[config.mk]
export PLATFORM = sky130hd
export DESIGN_NAME = stopwatch_core
export DESIGN_NICKNAME = d
export VERILOG_FILES = /design/src/rtl/stopwatch_pkg.sv /design/src/rtl/button_conditioner.sv /design/src/rtl/stopwatch_core.sv
export SDC_FILE = /design/constraint.sdc
export NUM_CORES = 1
export LEC_CHECK = 0
export ABC_AREA = 1
export CORE_MARGIN = 8
export CORE_UTILIZATION = 40
export CTS_BUF_LIST = sky130_fd_sc_hd__clkbuf_4 sky130_fd_sc_hd__clkbuf_8 sky130_fd_sc_hd__clkbuf_16
export CTS_CLUSTER_DIAMETER = 50
export CTS_CLUSTER_SIZE = 25
export DETAILED_ROUTE_END_ITERATION = 7
export PLACE_DENSITY = 0.61
export SLEW_MARGIN = 20
export SYNTH_ARGS = -nofsm -noshare
export SYNTH_HDL_FRONTEND = slang
export SYNTH_SLANG_ARGS = --single-unit
[constraint.sdc]
create_clock -name clock -period 2.9 [get_ports clock]
set_input_delay 0.58 -clock clock [delete_from_list [all_inputs] [get_ports clock]]
set_output_delay 0.58 -clock clock [all_outputs]
set_load 0.02 [all_outputs]
[src/rtl/stopwatch_pkg.sv]
// Shared types and helpers for the stopwatch engine: FSM state encoding, command
// decoding with button priority, and the display-value width.
package stopwatch_pkg;

  localparam int MS_W = 39;

  typedef enum logic [1:0] {
    ST_IDLE     = 2'd0,
    ST_RUNNING  = 2'd1,
    ST_PAUSED   = 2'd2,
    ST_LAP_HOLD = 2'd3
  } state_e;

  typedef enum logic [1:0] {
    CMD_NONE,
    CMD_CLEAR,
    CMD_START,
    CMD_LAP
  } cmd_e;

  // Register width able to hold 0..n-1, never narrower than one bit.
  function automatic int width_of(input int n);
    return (n > 1) ? $clog2(n) : 1;
  endfunction

  // Only the highest-priority press in a cycle survives.
  function automatic cmd_e pick_cmd(input logic clear_p, input logic start_p, input logic lap_p);
    if (clear_p) return CMD_CLEAR;
    if (start_p) return CMD_START;
    if (lap_p)   return CMD_LAP;
    return CMD_NONE;
  endfunction

endpackage

[src/rtl/button_conditioner.sv]
// Raw push-button to one-cycle press pulse: 2-FF synchronizer, a debounce counter
// advanced on ms ticks, and a rising-edge pulse on each newly accepted high level.
module button_conditioner
  import stopwatch_pkg::*;
#(
  parameter int DEBOUNCE_MS = 10
) (
  input  logic clock,
  input  logic reset,
  input  logic tick,
  input  logic btn_raw,
  output logic press_pulse
);

  localparam int CNT_W = width_of(DEBOUNCE_MS);
  localparam logic [CNT_W-1:0] CNT_LAST = CNT_W'(DEBOUNCE_MS - 1);

  logic             sync1;
  logic             sync2;
  logic             level;
  logic [CNT_W-1:0] stable_cnt;

  // NOTE: every register here uses <= so all flops sample pre-edge values; a blocking
  // assignment would collapse the two synchronizer stages into one.
  always_ff @(posedge clock) begin
    if (reset) begin
      sync1       <= 1'b0;
      sync2       <= 1'b0;
      level       <= 1'b0;
      stable_cnt  <= '0;
      press_pulse <= 1'b0;
    end else begin
      sync1       <= btn_raw;
      sync2       <= sync1;
      press_pulse <= 1'b0;
      // Any sample agreeing with the accepted level restarts the stability window.
      if (sync2 == level) begin
        stable_cnt <= '0;
      end else if (tick) begin
        if (stable_cnt == CNT_LAST) begin
          level       <= sync2;
          press_pulse <= sync2;
          stable_cnt  <= '0;
        end else begin
          stable_cnt <= stable_cnt + 1'b1;
        end
      end
    end
  end

endmodule

[src/rtl/stopwatch_core.sv]
// Millisecond stopwatch engine: prescaler, button conditioning, start/stop/lap/clear
// FSM, saturating count and blinking decimal points. Lap support: STOPWATCH_LAP_EN.
module stopwatch_core
  import stopwatch_pkg::*;
#(
  parameter int         TICK_DIV    = 100_000,
  parameter int         MAX_MS      = 5_999_999,
  parameter int         DEBOUNCE_MS = 10,
  parameter int         BLINK_MS    = 500,
  parameter logic [7:0] DP_MASK     = 8'h28
) (
  input  logic            clock,
  input  logic            reset,
  input  logic            btn_start,
  input  logic            btn_lap,
  input  logic            btn_clear,
  output logic [MS_W-1:0] elapsed_ms,
  output logic [7:0]      dec_points,
  output logic            running,
  output logic            overflow
);

  localparam int PS_W  = width_of(TICK_DIV);
  localparam int CNT_W = width_of(MAX_MS + 1);
  localparam int BL_W  = width_of(BLINK_MS);

  localparam logic [PS_W-1:0]  PS_LAST = PS_W'(TICK_DIV - 1);
  localparam logic [CNT_W-1:0] MS_MAX  = CNT_W'(MAX_MS);
  localparam logic [CNT_W-1:0] MS_PRE  = CNT_W'(MAX_MS - 1);
  localparam logic [BL_W-1:0]  BL_LAST = BL_W'(BLINK_MS - 1);

  logic [PS_W-1:0]  presc;
  logic             tick;
  logic             start_p;
  logic             lap_p;
  logic             clear_p;
  state_e           state;
  state_e           state_nx;
  cmd_e             cmd;
  logic [CNT_W-1:0] count;
  logic [CNT_W-1:0] count_nx;
  logic [CNT_W-1:0] shown;
  logic             ovf_nx;
  logic             snap_load;
  logic [BL_W-1:0]  blink_cnt;
  logic             dp_off;

  assign tick = (presc == PS_LAST);

  always_ff @(posedge clock) begin
    if (reset) presc <= '0;
    else       presc <= tick ? '0 : presc + 1'b1;
  end

  button_conditioner #(.DEBOUNCE_MS(DEBOUNCE_MS)) u_start (
    .clock(clock), .reset(reset), .tick(tick), .btn_raw(btn_start), .press_pulse(start_p)
  );

  button_conditioner #(.DEBOUNCE_MS(DEBOUNCE_MS)) u_clear (
    .clock(clock), .reset(reset), .tick(tick), .btn_raw(btn_clear), .press_pulse(clear_p)
  );

`ifdef STOPWATCH_LAP_EN
  logic [CNT_W-1:0] snapshot;

  button_conditioner #(.DEBOUNCE_MS(DEBOUNCE_MS)) u_lap (
    .clock(clock), .reset(reset), .tick(tick), .btn_raw(btn_lap), .press_pulse(lap_p)
  );

  always_ff @(posedge clock) begin
    if (reset)          snapshot <= '0;
    else if (snap_load) snapshot <= count;
  end

  assign shown = (state == ST_LAP_HOLD) ? snapshot : count;
`else
  logic unused_lap_path;

  assign lap_p           = 1'b0;
  assign unused_lap_path = btn_lap | snap_load;
  assign shown           = count;
`endif

  // NOTE: all outputs of this block get a default first, so no path can leave one
  // unassigned and infer a latch.
  always_comb begin
    state_nx  = state;
    count_nx  = count;
    ovf_nx    = 1'b0;
    snap_load = 1'b0;
    cmd       = pick_cmd(clear_p, start_p, lap_p);

    if ((state == ST_RUNNING || state == ST_LAP_HOLD) && tick && count != MS_MAX) begin
      count_nx = count + 1'b1;
      ovf_nx   = (count == MS_PRE);
    end

    // Reaching the limit overrides any button activity in the same cycle.
    if (ovf_nx) begin
      state_nx = ST_PAUSED;
    end else begin
      case (state)
        ST_IDLE:     if (cmd == CMD_START) state_nx = ST_RUNNING;
        ST_RUNNING: begin
          if (cmd == CMD_START) begin
            state_nx = ST_PAUSED;
          end else if (cmd == CMD_LAP) begin
            state_nx  = ST_LAP_HOLD;
            snap_load = 1'b1;
          end
        end
        ST_LAP_HOLD: begin
          if (cmd == CMD_LAP)        state_nx = ST_RUNNING;
          else if (cmd == CMD_START) state_nx = ST_PAUSED;
        end
        ST_PAUSED: begin
          if (cmd == CMD_START) begin
            state_nx = ST_RUNNING;
          end else if (cmd == CMD_CLEAR) begin
            state_nx = ST_IDLE;
            count_nx = '0;
          end
        end
        default:     state_nx = ST_IDLE;
      endcase
    end
  end

  always_ff @(posedge clock) begin
    if (reset) begin
      state      <= ST_IDLE;
      count      <= '0;
      elapsed_ms <= '0;
      overflow   <= 1'b0;
      blink_cnt  <= '0;
      dp_off     <= 1'b0;
    end else begin
      state      <= state_nx;
      count      <= count_nx;
      elapsed_ms <= MS_W'(shown);
      overflow   <= ovf_nx;
      // Each pause starts its blink with the points lit.
      if (state_nx == ST_PAUSED && state != ST_PAUSED) begin
        blink_cnt <= '0;
        dp_off    <= 1'b0;
      end else if (state == ST_PAUSED && tick) begin
        if (blink_cnt == BL_LAST) begin
          blink_cnt <= '0;
          dp_off    <= ~dp_off;
        end else begin
          blink_cnt <= blink_cnt + 1'b1;
        end
      end
    end
  end

  assign running    = (state == ST_RUNNING) || (state == ST_LAP_HOLD);
  assign dec_points = (state == ST_PAUSED && dp_off) ? 8'h00 : DP_MASK;

endmodule

==> out/qor.txt, run 1 <==
run status - finished, final reports clean
Die Height - 121 um
number of fill cells in the layout - 1,125
post-layout minimum cycle time - 2.39 ns
type of the worst setup path - reg -> out
Finished Layout Cells - 798
fraction of final layout cells sized beyond drive strength 1 - 5.93%
number of inserted diodes - 0
ratio of total power to cell area - 464 nW/um2
CTS Sinks - 92
Total Die Area - 14,600 um2
Routability Congestion - 0.899
fraction of the yosys area taken by sequential cells - 41.8%
required time worst endpoint - 2.32 ns
clock root buffer - clkbuf_8
maximum level of the CTS H-tree - 3
source-to-sink clock delay at the later pin of the worst-skew pair - 0.38 ns
total area of multi-input combinational cells - 2110 um2
class of the worst hold path - reg -> reg
worst setup slack before clock tree synthesis - 0.737 ns
Worst Setup Start Kind - flip-flop
total negative slack - 0 ns
drt initial violations - 251
Vias/cell - 4.72
via count of the first global-routing pass - 3,446
Final Hold Fails - 0
Worst Skew - 0.0161 ns
CTS max path bufs - 2
leakage power figure - 1.80 nW
setup slack of the critical path after layout - 0.508 ns
Vias - 3,766
number of buffers inserted for hold repair after clock tree synthesis - 0
Seq. cell area - 1840 um2
switching power - 515 uW
drt pass-1 iters - 6
remaining global-route overflow - 0
layout-stage area growth over the synthesis result - 12.8%
initial antenna violation count - 0
Post-CTS Setup Repair Bufs - 0
Crit path arrival time - 1.81 ns
mean instance size in the synthesized netlist - 7.08 um2
HPWL after DPL - 7.02 mm
number of buffer cells added on primary ports - 30
number of nets with antenna violations after routing - 0
total of endpoints with negative setup slack in the final report - 0
number of cells in the design after placement - 782
number of cell rows - 38
number of synthesis warnings - 0
worst slew slack as a fraction of its limit - 62.1%
transition time at the pin with the least slew margin - 0.567 ns
number of cells produced by synthesis - 623
drt wl/cell - 11.8 um
pin count of the biggest net entering global routing - 32
effective utilization at floorplan - 40.9%
number of distinct library cells after synthesis - 35
I/O Pins - 54
first-pass GRT wire length - 15.7 mm
Worst setup EP type - output port
x dimension of the die - 121 um
unrepaired setup endpoints after global routing - no
net count of the finished layout - 662
R2R Setup Slk - 0.71 ns
biggest fanout along the worst timing path - 6
Post-Synthesis Cell Area - 4410 um2
max-slew violation count - 0
DRC violation count after routing - 0
CTS resizes - 0
Max Fclk - 418 MHz
TritonCTS Buffers - 9
register share of total power - 55.1%
Floorplan Core Area - 10,800 um2
clock network fraction of total power - 42.2%
clock edge transition at the registers on the reported setup and hold paths - 0.09 ns
worst IR drop on VDD - 0.239 mV
internal power - 1.79 mW
DRT Wirelength - 9.38 mm
overall routing resource usage - 13.3%
Pwr Total - 2.31 mW
switch share - 22.3%
clock tree from TritonCTS - yes
Seq cells post-synth - 92
final hold slack - 0.406 ns
number of violations of the max-capacitance limit - 0
Comb power frac - 2.8%
ratio of final minimum period to clock period - 82.5%
## logic make-up after synthesis
| logic type | Yosys count | synth area share, % |
|---|---|---|
| AO/OA/AOI/OAI | 55 | 6.64 |
| AND/OR/NAND/NOR | 331 | 33.8 |
| buffers and inverters | 118 | 12.2 |
| flip-flops | 92 | 41.8 |
| XOR/XNOR | 22 | 4.37 |
| adder cells (fa/ha/maj) | 4 | 1.14 |
| other | 1 | 0.0850 |
## worst paths after layout
check | from | end | cells after the start
worst max-delay path | state[0] | dec_points[3] | 5
worst min-delay path | u_clear.sync1 | u_clear.sync2 | 2
worst max register to register | count[0] | count[6] | 10
worst min register to register | u_clear.sync1 | u_clear.sync2 | 2
## layout by cell type, fill, tap and decap left out, types with 4 or more instances in the layout
cell	n
conb_1	22
nand3_1	33
xor2_1	19
o21ai_0	11
or2_2	5
dfxtp_1	92
inv_1	83
clkbuf_8	10
nor3b_1	5
nand4_1	16
ha_1	4
nor3_1	24
o21ai_1	5
nor2_1	105
clkdlybuf4s50_1	30
a21oi_1	34
nand2_1	124
## worst max-delay path, stage by stage (launching register included)
cell and delay [ns]:
dfxtp_1 0.31, inv_1 0.20, nand2_1 0.20, inv_1 0.12
nand2_1 0.07, clkdlybuf4s50_1 0.54
## per-layer routing
layer  up-vias  share of wire [%]  track usage [%]
li1       1971                  -                -
met1      1718                 49             16.4
met2        66                 44             20.4
met3        11                5.1             3.58
met4         0                1.9             7.34
met5         -                  0                0
## flip-flops by register name, summed over array words and instances (netlist names), 2 cells and up
name and flops:
u_clear.stable_cnt 4, blink_cnt 9, u_start.stable_cnt 4, state 2, elapsed_ms 23, presc 17, count 23
## power by group through the flow
| stage | combinational (mW) | clock (mW) | sequential [mW] |
|---|---|---|---|
| 2_1_floorplan | 0.0730 | 0 | 1.30 |
| 3_3_place_gp | 0.0631 | 0 | 1.30 |
| 3_5_place_dp | 0.0642 | 0 | 1.30 |
| 4_1_cts | 0.0642 | 1.00 | 1.27 |
| 5_1_grt | 0.0704 | 1.06 | 1.27 |
| 6_report | 0.0642 | 0.974 | 1.27 |
## synth_stat cells (all sizes together)
cell type,instances,area (um2)
clkbuf,8,30.0
dfxtp,92,1840
inv,84,315
nor3b,5,37.5
xnor2,3,26.3
nor4,2,12.5
nand2,129,507
conb,1,3.75
o2111ai,1,8.76
ha,4,50.1
o21ai,16,80.1
a21oi,35,179
or2,7,43.8
o32ai,2,17.5
nor2,110,440
nand4,16,100
buf,26,194
o21bai,1,7.51
nor4b,1,8.76
xor2,19,166
nor3,25,136
nand3,36,203
## cell type report
cell class              count  area share [%]
clock buffers              11            2.92
clock inverters             5            1.51
inverters                  84            6.34
multi-input cells         434            42.4
flip-flops and latches     92            37.0
well taps                 140            3.52
repair buffers             32            6.34
## stage by stage
stage | cell area [um2] | util [%]
after global routing | 4970 | 46.1
final | 4970 | 46.1
after CTS | 4970 | 46.1
after global placement | 4750 | 44.1
after detailed placement | 4750 | 44.1
after floorplan | 4490 | -
Note: power is estimated with default switching activity, not from simulation.
==> run 2: changes to the inputs <==
--- a/config.mk
+++ b/config.mk
@@ -12,7 +12,7 @@
 export CTS_CLUSTER_DIAMETER = 50
 export CTS_CLUSTER_SIZE = 25
 export DETAILED_ROUTE_END_ITERATION = 7
-export PLACE_DENSITY = 0.61
+export PLACE_DENSITY = 0.63
 export SLEW_MARGIN = 20
 export SYNTH_ARGS = -nofsm -noshare
 export SYNTH_HDL_FRONTEND = slang
==> constraint.sdc (replaced) <==
create_clock -name clock -period 2.1 [get_ports clock]
set_input_delay 0.42 -clock clock [delete_from_list [all_inputs] [get_ports clock]]
set_output_delay 0.42 -clock clock [all_outputs]
set_load 0.02 [all_outputs]
==> out/qor.txt, run 2 (synthesized netlist as in run 1, its figures left out) <==
run status - finished, final reports clean (unchanged)
number of violations of the max-capacitance limit - 0 (unchanged)
Finished Layout Cells - 805 (was 798)
Max Fclk - 524 MHz
Worst Setup Start Kind - flip-flop (unchanged)
Vias - 3,785 (was 3,766)
Total Die Area - 14,600 um2 (unchanged)
final hold slack - 0.426 ns (was 0.406 ns)
critical path cell sequence - inv_1 -> nand2_1 -> inv_1 -> nand2_1 -> dlygate4sd2_1 (was inv_1 -> nand2_1 -> inv_1 -> nand2_1 -> clkdlybuf4s50_1)
Placed Instance Area - 4800 um2 (was 4750 um2)
overall routing resource usage - 13.5% (was 13.3%)
required time worst endpoint - 1.68 ns (was 2.32 ns)
source-to-sink clock delay at the later pin of the worst-skew pair - 0.36 ns (was 0.38 ns)
most used cells in the layout excluding fill and tap cells - nand2_1 (124), nor2_1 (104), dfxtp_1 (92), inv_1 (83), a21oi_1 (34) (was nand2_1 (124), nor2_1 (105), dfxtp_1 (92), inv_1 (83), a21oi_1 (34))
pin count of the biggest net entering global routing - 32 (unchanged)
unrepaired setup endpoints after global routing - yes (was no)
total of endpoints with negative setup slack in the final report - 0 (unchanged)
net count of the finished layout - 669 (was 662)
Vias/cell - 4.70 (was 4.72)
leakage power figure - 1.82 nW (was 1.80 nW)
worst IR drop on VDD - 0.328 mV (was 0.239 mV)
worst setup slack before clock tree synthesis - 0.207 ns (was 0.737 ns)
via count of the first global-routing pass - 3,556 (was 3,446)
critical hold path startpoint - u_start.sync1 (was u_clear.sync1)
number of fill cells in the layout - 1,108 (was 1,125)
number of cell rows - 38 (unchanged)
worst flop-to-flop path endpoint - blink_cnt[8] (was count[6])
buffers and inverters on the worst path - 3 (unchanged)
DRT Wirelength - 9.40 mm (was 9.38 mm)
maximum single-stage delay on the critical path - 0.34 ns (was 0.54 ns)
Final Hold Fails - 0 (unchanged)
Worst setup EP type - output port (unchanged)
HPWL after DPL - 7.05 mm (was 7.02 mm)
first-pass GRT wire length - 16.2 mm (was 15.7 mm)
biggest fanout along the worst timing path - 6 (unchanged)
number of inserted diodes - 0 (unchanged)
remaining global-route overflow - 0 (unchanged)
ratio of total power to cell area - 616 nW/um2 (was 464 nW/um2)
largest registers - count x23, elapsed_ms x23, presc x17 (unchanged)
DRC violation count after routing - 0 (unchanged)
I/O Pins - 54 (unchanged)
Floorplan Core Area - 10,800 um2 (unchanged)
drt pass-1 iters - 4 (was 6)
clock edge transition at the registers on the reported setup and hold paths - 0.09 ns (about the same)
class of the worst hold path - reg -> reg (unchanged)
number of buffers inserted for hold repair after clock tree synthesis - 0 (unchanged)
number of buffer cells added on primary ports - 30 (unchanged)
cell class contributing the biggest share of worst-path delay - buffers and inverters (unchanged)
beginning of the worst register-to-register path - presc[0] (was count[0])
max-slew violation count - 0 (unchanged)
Die Height - 121 um (unchanged)
number of nets with antenna violations after routing - 0 (unchanged)
CTS Sinks - 92 (unchanged)
endpoint of the worst hold-timing path - u_start.sync2 (was u_clear.sync2)
layout-stage area growth over the synthesis result - 13.8% (was 12.8%)
Worst Skew - 0.00865 ns (was 0.0161 ns)
drt wl/cell - 11.7 um (was 11.8 um)
Routability Congestion - 0.882 (was 0.899)
TritonCTS Buffers - 9 (unchanged)
type of the worst setup path - reg -> out (unchanged)
fraction of final layout cells sized beyond drive strength 1 - 7.07% (was 5.93%)
count of cells along the worst register-to-register path - 10 (unchanged)
drt initial violations - 290 (was 251)
ratio of final minimum period to clock period - 90.9%
x dimension of the die - 121 um (unchanged)
CTS max path bufs - 2 (unchanged)
initial antenna violation count - 0 (unchanged)
Crit path arrival time - 1.49 ns (was 1.81 ns)
setup slack of the critical path after layout - 0.192 ns (was 0.508 ns)
cell type of the slowest stage on the worst timing path - dfxtp_1 (was clkdlybuf4s50_1)
clock tree from TritonCTS - yes (unchanged)
post-layout minimum cycle time - 1.91 ns
Pwr Total - 3.09 mW (was 2.31 mW)
instance count along the most critical hold path - 2 (unchanged)
number of cells in the design after placement - 788 (was 782)
number of cells on the critical path - 5 (unchanged)
post-layout instance area - 5020 um2 (was 4970 um2)
clock root buffer - clkbuf_8 (unchanged)
maximum level of the CTS H-tree - 3 (unchanged)
effective utilization at floorplan - 40.9% (unchanged)
most common library cell in the layout ignoring fill and taps - nand2_1 (unchanged)
R2R Setup Slk - 0.22 ns (was 0.71 ns)
## run 2: cell types whose count changed in the layout (fill, tap and decap cells not counted), moves of 2 or more
cell | before | now
buf_4 | 2 | 9
clkdlybuf4s50_1 | 30 | 28
clkinv_2 | 3 | 1
clkinvlp_4 | 0 | 2
dlygate4sd2_1 | 0 | 2
## run 2: how the worst max path moves through the flow
| stage | from | to | slack (ns) |
|---|---|---|---|
| finish | state[0] | dec_points[5] | 0.19 |
| global route | presc[0] | count[6] | -0.03 |
| CTS | state[0] | dec_points[3] | 0.15 |
| detailed placement | presc[0] | blink_cnt[0] | 0.21 |
| global placement | presc[0] | blink_cnt[7] | 0.24 |
| floorplan | count[0] | count[18] | 0.39 |
## run 2: worst reg2reg max path, delay by kind of cell, from the launching register on
family | cells | cell delay [ns]
flip-flops | 1 | 0.36
AND/OR/NAND/NOR | 8 | 1.15
adder cells (fa/ha/maj) | 1 | 0.19
AO/OA/AOI/OAI | 1 | 0.09
## run 2: per-stage QoR
step | utilization, % | setup TNS, ns
after global placement | 44.5 | 0
after detailed placement | 44.5 | 0
after floorplan | - | 0
after global routing | 46.5 | -0.0506
after CTS | 46.4 | 0
final | 46.5 | 0
## run 2: repair_timing
item	4_1_cts	5_1_grt
resized for setup	2	1
endpoints found under the setup margin	2	10
buffers inserted	0	1
pin swaps	0	1
## run 2: cell type report
| class | instances | area [um2] | share of cell area (%) |
|---|---|---|---|
| Clock buffer | 11 | 151 | 3.02 |
| Clock inverter | 5 | 58.8 | 1.17 |
| Inverter | 84 | 315 | 6.28 |
| Multi-Input combinational cell | 434 | 2110 | 42.0 |
| Sequential cell | 92 | 1840 | 36.7 |
| Tap cell | 140 | 175 | 3.49 |
| Timing Repair Buffer | 39 | 365 | 7.28 |
## run 2: power by group
| part | switching, mW | total, mW | internal [mW] | leakage, nW |
|---|---|---|---|---|
| combinational | 0.0728 | 0.0903 | 0.0175 | 0.971 |
| sequential | 0.00468 | 1.76 | 1.75 | 0.742 |
| clock | 0.628 | 1.25 | 0.617 | 0.102 |
| total | 0.705 | 3.09 | 2.39 | 1.82 |
## run 2: metal layers
layer | up-vias | part of all wire (%) | track usage (%)
met5 | - | 0 | 0
met4 | 0 | 1.2 | 4.45
met3 | 9 | 4.6 | 4.05
met2 | 56 | 47 | 22.2
met1 | 1731 | 47 | 16.4
li1 | 1989 | - | -
==> run 3: changes to the inputs <==
--- a/config.mk
+++ b/config.mk
@@ -6,7 +6,7 @@
 export NUM_CORES = 1
 export LEC_CHECK = 0
 export ABC_AREA = 1
-export CORE_MARGIN = 8
+export CORE_MARGIN = 5
 export CORE_UTILIZATION = 40
 export CTS_BUF_LIST = sky130_fd_sc_hd__clkbuf_4 sky130_fd_sc_hd__clkbuf_8 sky130_fd_sc_hd__clkbuf_16
 export CTS_CLUSTER_DIAMETER = 50
==> out/qor.txt, run 3 (synthesized netlist as in run 1, its figures left out) <==
Floorplan Core Area - 10,800 um2 (about the same)
Pwr Total - 3.04 mW (was 3.09 mW)
critical hold path startpoint - u_start.sync1 (unchanged)
number of inserted diodes - 0 (unchanged)
post-layout minimum cycle time - 1.92 ns (was 1.91 ns)
count of cells along the worst register-to-register path - 10 (unchanged)
layout-stage area growth over the synthesis result - 13.7% (was 13.8%)
type of the worst setup path - reg -> out (unchanged)
drt initial violations - 234 (was 290)
drt pass-1 iters - 5 (was 4)
remaining global-route overflow - 0 (unchanged)
DRC violation count after routing - 0 (unchanged)
R2R Setup Slk - 0.23 ns (was 0.22 ns)
pin count of the biggest net entering global routing - 32 (unchanged)
most common library cell in the layout ignoring fill and taps - nand2_1 (unchanged)
max-slew violation count - 0 (unchanged)
Vias - 3,784 (was 3,785)
final core area utilization - 46.2% (was 46.5%)
global routing met1 resource utilization - 18.7% (was 16.4%)
Worst Setup Start Kind - flip-flop (unchanged)
Top Usage Layer GRT - met2 (unchanged)
instance count along the most critical hold path - 2 (unchanged)
initial antenna violation count - 0 (unchanged)
CTS max path bufs - 2 (unchanged)
I/O Pins - 54 (unchanged)
clock edge transition at the registers on the reported setup and hold paths - 0.09 ns (about the same)
run status - finished, final reports clean (unchanged)
final hold slack - 0.405 ns (was 0.426 ns)
source-to-sink clock delay at the later pin of the worst-skew pair - 0.37 ns (was 0.36 ns)
Total Die Area - 13,200 um2 (was 14,600 um2)
net count of the finished layout - 669 (unchanged)
HPWL after DPL - 6.89 mm (was 7.05 mm)
total negative slack - 0 ns (unchanged)
drt wl/cell - 11.4 um (was 11.7 um)
Crit path arrival time - 1.50 ns (was 1.49 ns)
biggest fanout along the worst timing path - 6 (unchanged)
Max Fclk - 522 MHz (was 524 MHz)
x dimension of the die - 115 um (was 121 um)
worst IR drop on VDD - 0.380 mV (was 0.328 mV)
met2 track utilization from global routing - 23.4% (was 22.2%)
beginning of the worst register-to-register path - presc[0] (unchanged)
required time worst endpoint - 1.68 ns (about the same)
ratio of total power to cell area - 607 nW/um2 (was 616 nW/um2)
leakage power figure - 1.81 nW (was 1.82 nW)
class of the worst hold path - reg -> reg (unchanged)
clock tree from TritonCTS - yes (unchanged)
Routability Congestion - 0.855 (was 0.882)
ratio of final minimum period to clock period - 91.3% (was 90.9%)
number of cell rows - 38 (unchanged)
number of buffer cells added on primary ports - 30 (unchanged)
fraction of met3 tracks used by global routing - 3.84% (was 4.05%)
number of nets with antenna violations after routing - 0 (unchanged)
CTS Sinks - 92 (unchanged)
total of endpoints with negative setup slack in the final report - 0 (unchanged)
largest registers - count x23, elapsed_ms x23, presc x17 (unchanged)
Final Hold Fails - 0 (unchanged)
number of violations of the max-capacitance limit - 0 (unchanged)
maximum level of the CTS H-tree - 3 (unchanged)
fraction of final layout cells sized beyond drive strength 1 - 7.22% (was 7.07%)
via count of the first global-routing pass - 3,491 (was 3,556)
DRT Wirelength - 9.17 mm (was 9.40 mm)
TritonCTS Buffers - 9 (unchanged)
worst flop-to-flop path endpoint - blink_cnt[6] (was blink_cnt[8])
Vias/cell - 4.70 (about the same)
Worst setup EP type - output port (unchanged)
clock root buffer - clkbuf_8 (unchanged)
first-pass GRT wire length - 15.5 mm (was 16.2 mm)
number of buffers inserted for hold repair after clock tree synthesis - 0 (unchanged)
Worst Skew - 0.00933 ns (was 0.00865 ns)
Die Height - 115 um (was 121 um)
endpoint of the worst hold-timing path - u_start.sync2 (unchanged)
most used cells in the layout excluding fill and tap cells - nand2_1 (124), nor2_1 (104), dfxtp_1 (91), inv_1 (83), a21oi_1 (34) (was nand2_1 (124), nor2_1 (104), dfxtp_1 (92), inv_1 (83), a21oi_1 (34))
overall routing resource usage - 14.6% (was 13.5%)
effective utilization at floorplan - 40.7% (was 40.9%)
[run 3: repair_timing]
action / 4_1_cts / 5_1_grt
endpoints found under the setup margin: 2 / 14
gates resized for setup: 2 / 4
pin swaps: 0 / 1
buffers inserted: 0 / 1
[run 3: report_power, final]
group          switching, mW  internal (mW)  total (mW)
clock network          0.618          0.579        1.20
logic                 0.0719         0.0174      0.0893
registers            0.00469           1.75        1.76
total                  0.694           2.35        3.04
[run 3: per-layer routing]
metal / wire length [um] / vias to the layer above
met5: 0 / -
met3: 464 / 14
met2: 4260 / 73
met1: 4270 / 1707
li1: - / 1990
met4: 175 / 0
[run 3: layout make-up]
class                           count  area, um2
Fill cell                        1121       5830
Multi-Input combinational cell    434       2110
Sequential cell                    92       1840
Timing Repair Buffer               39        365
Inverter                           84        318
Tap cell                          140        175
Clock buffer                       10        138
Clock inverter                      6       63.8
[run 3: worst max-delay path by stage]
stage	cells past startpoint	from	to	slack [ns]
global placement	10	presc[0]	blink_cnt[7]	0.24
floorplan	11	count[0]	count[18]	0.39
global route	10	presc[0]	blink_cnt[2]	-0.0009
detailed placement	10	presc[0]	blink_cnt[6]	0.18
CTS	10	presc[0]	blink_cnt[6]	0.15
finish	5	state[0]	dec_points[5]	0.18
[run 3: per-stage QoR]
step / setup slack (ns) / cells / instance area, um2
floorplan: 0.395 / 644 / 4490
global placement: 0.239 / 788 / 4800
detailed placement: 0.178 / 788 / 4800
CTS: 0.146 / 804 / 5000
global route: -0.000906 / 805 / 5010
finish: 0.183 / 805 / 5010
[run 3: worst max-delay path, cell delays in order (launching register included)]
cell and delay, ns:
dfxtp_1 0.34, inv_1 0.19, nand2_1 0.10, inv_1 0.10, nand2_1 0.07, dlygate4sd2_1 0.32
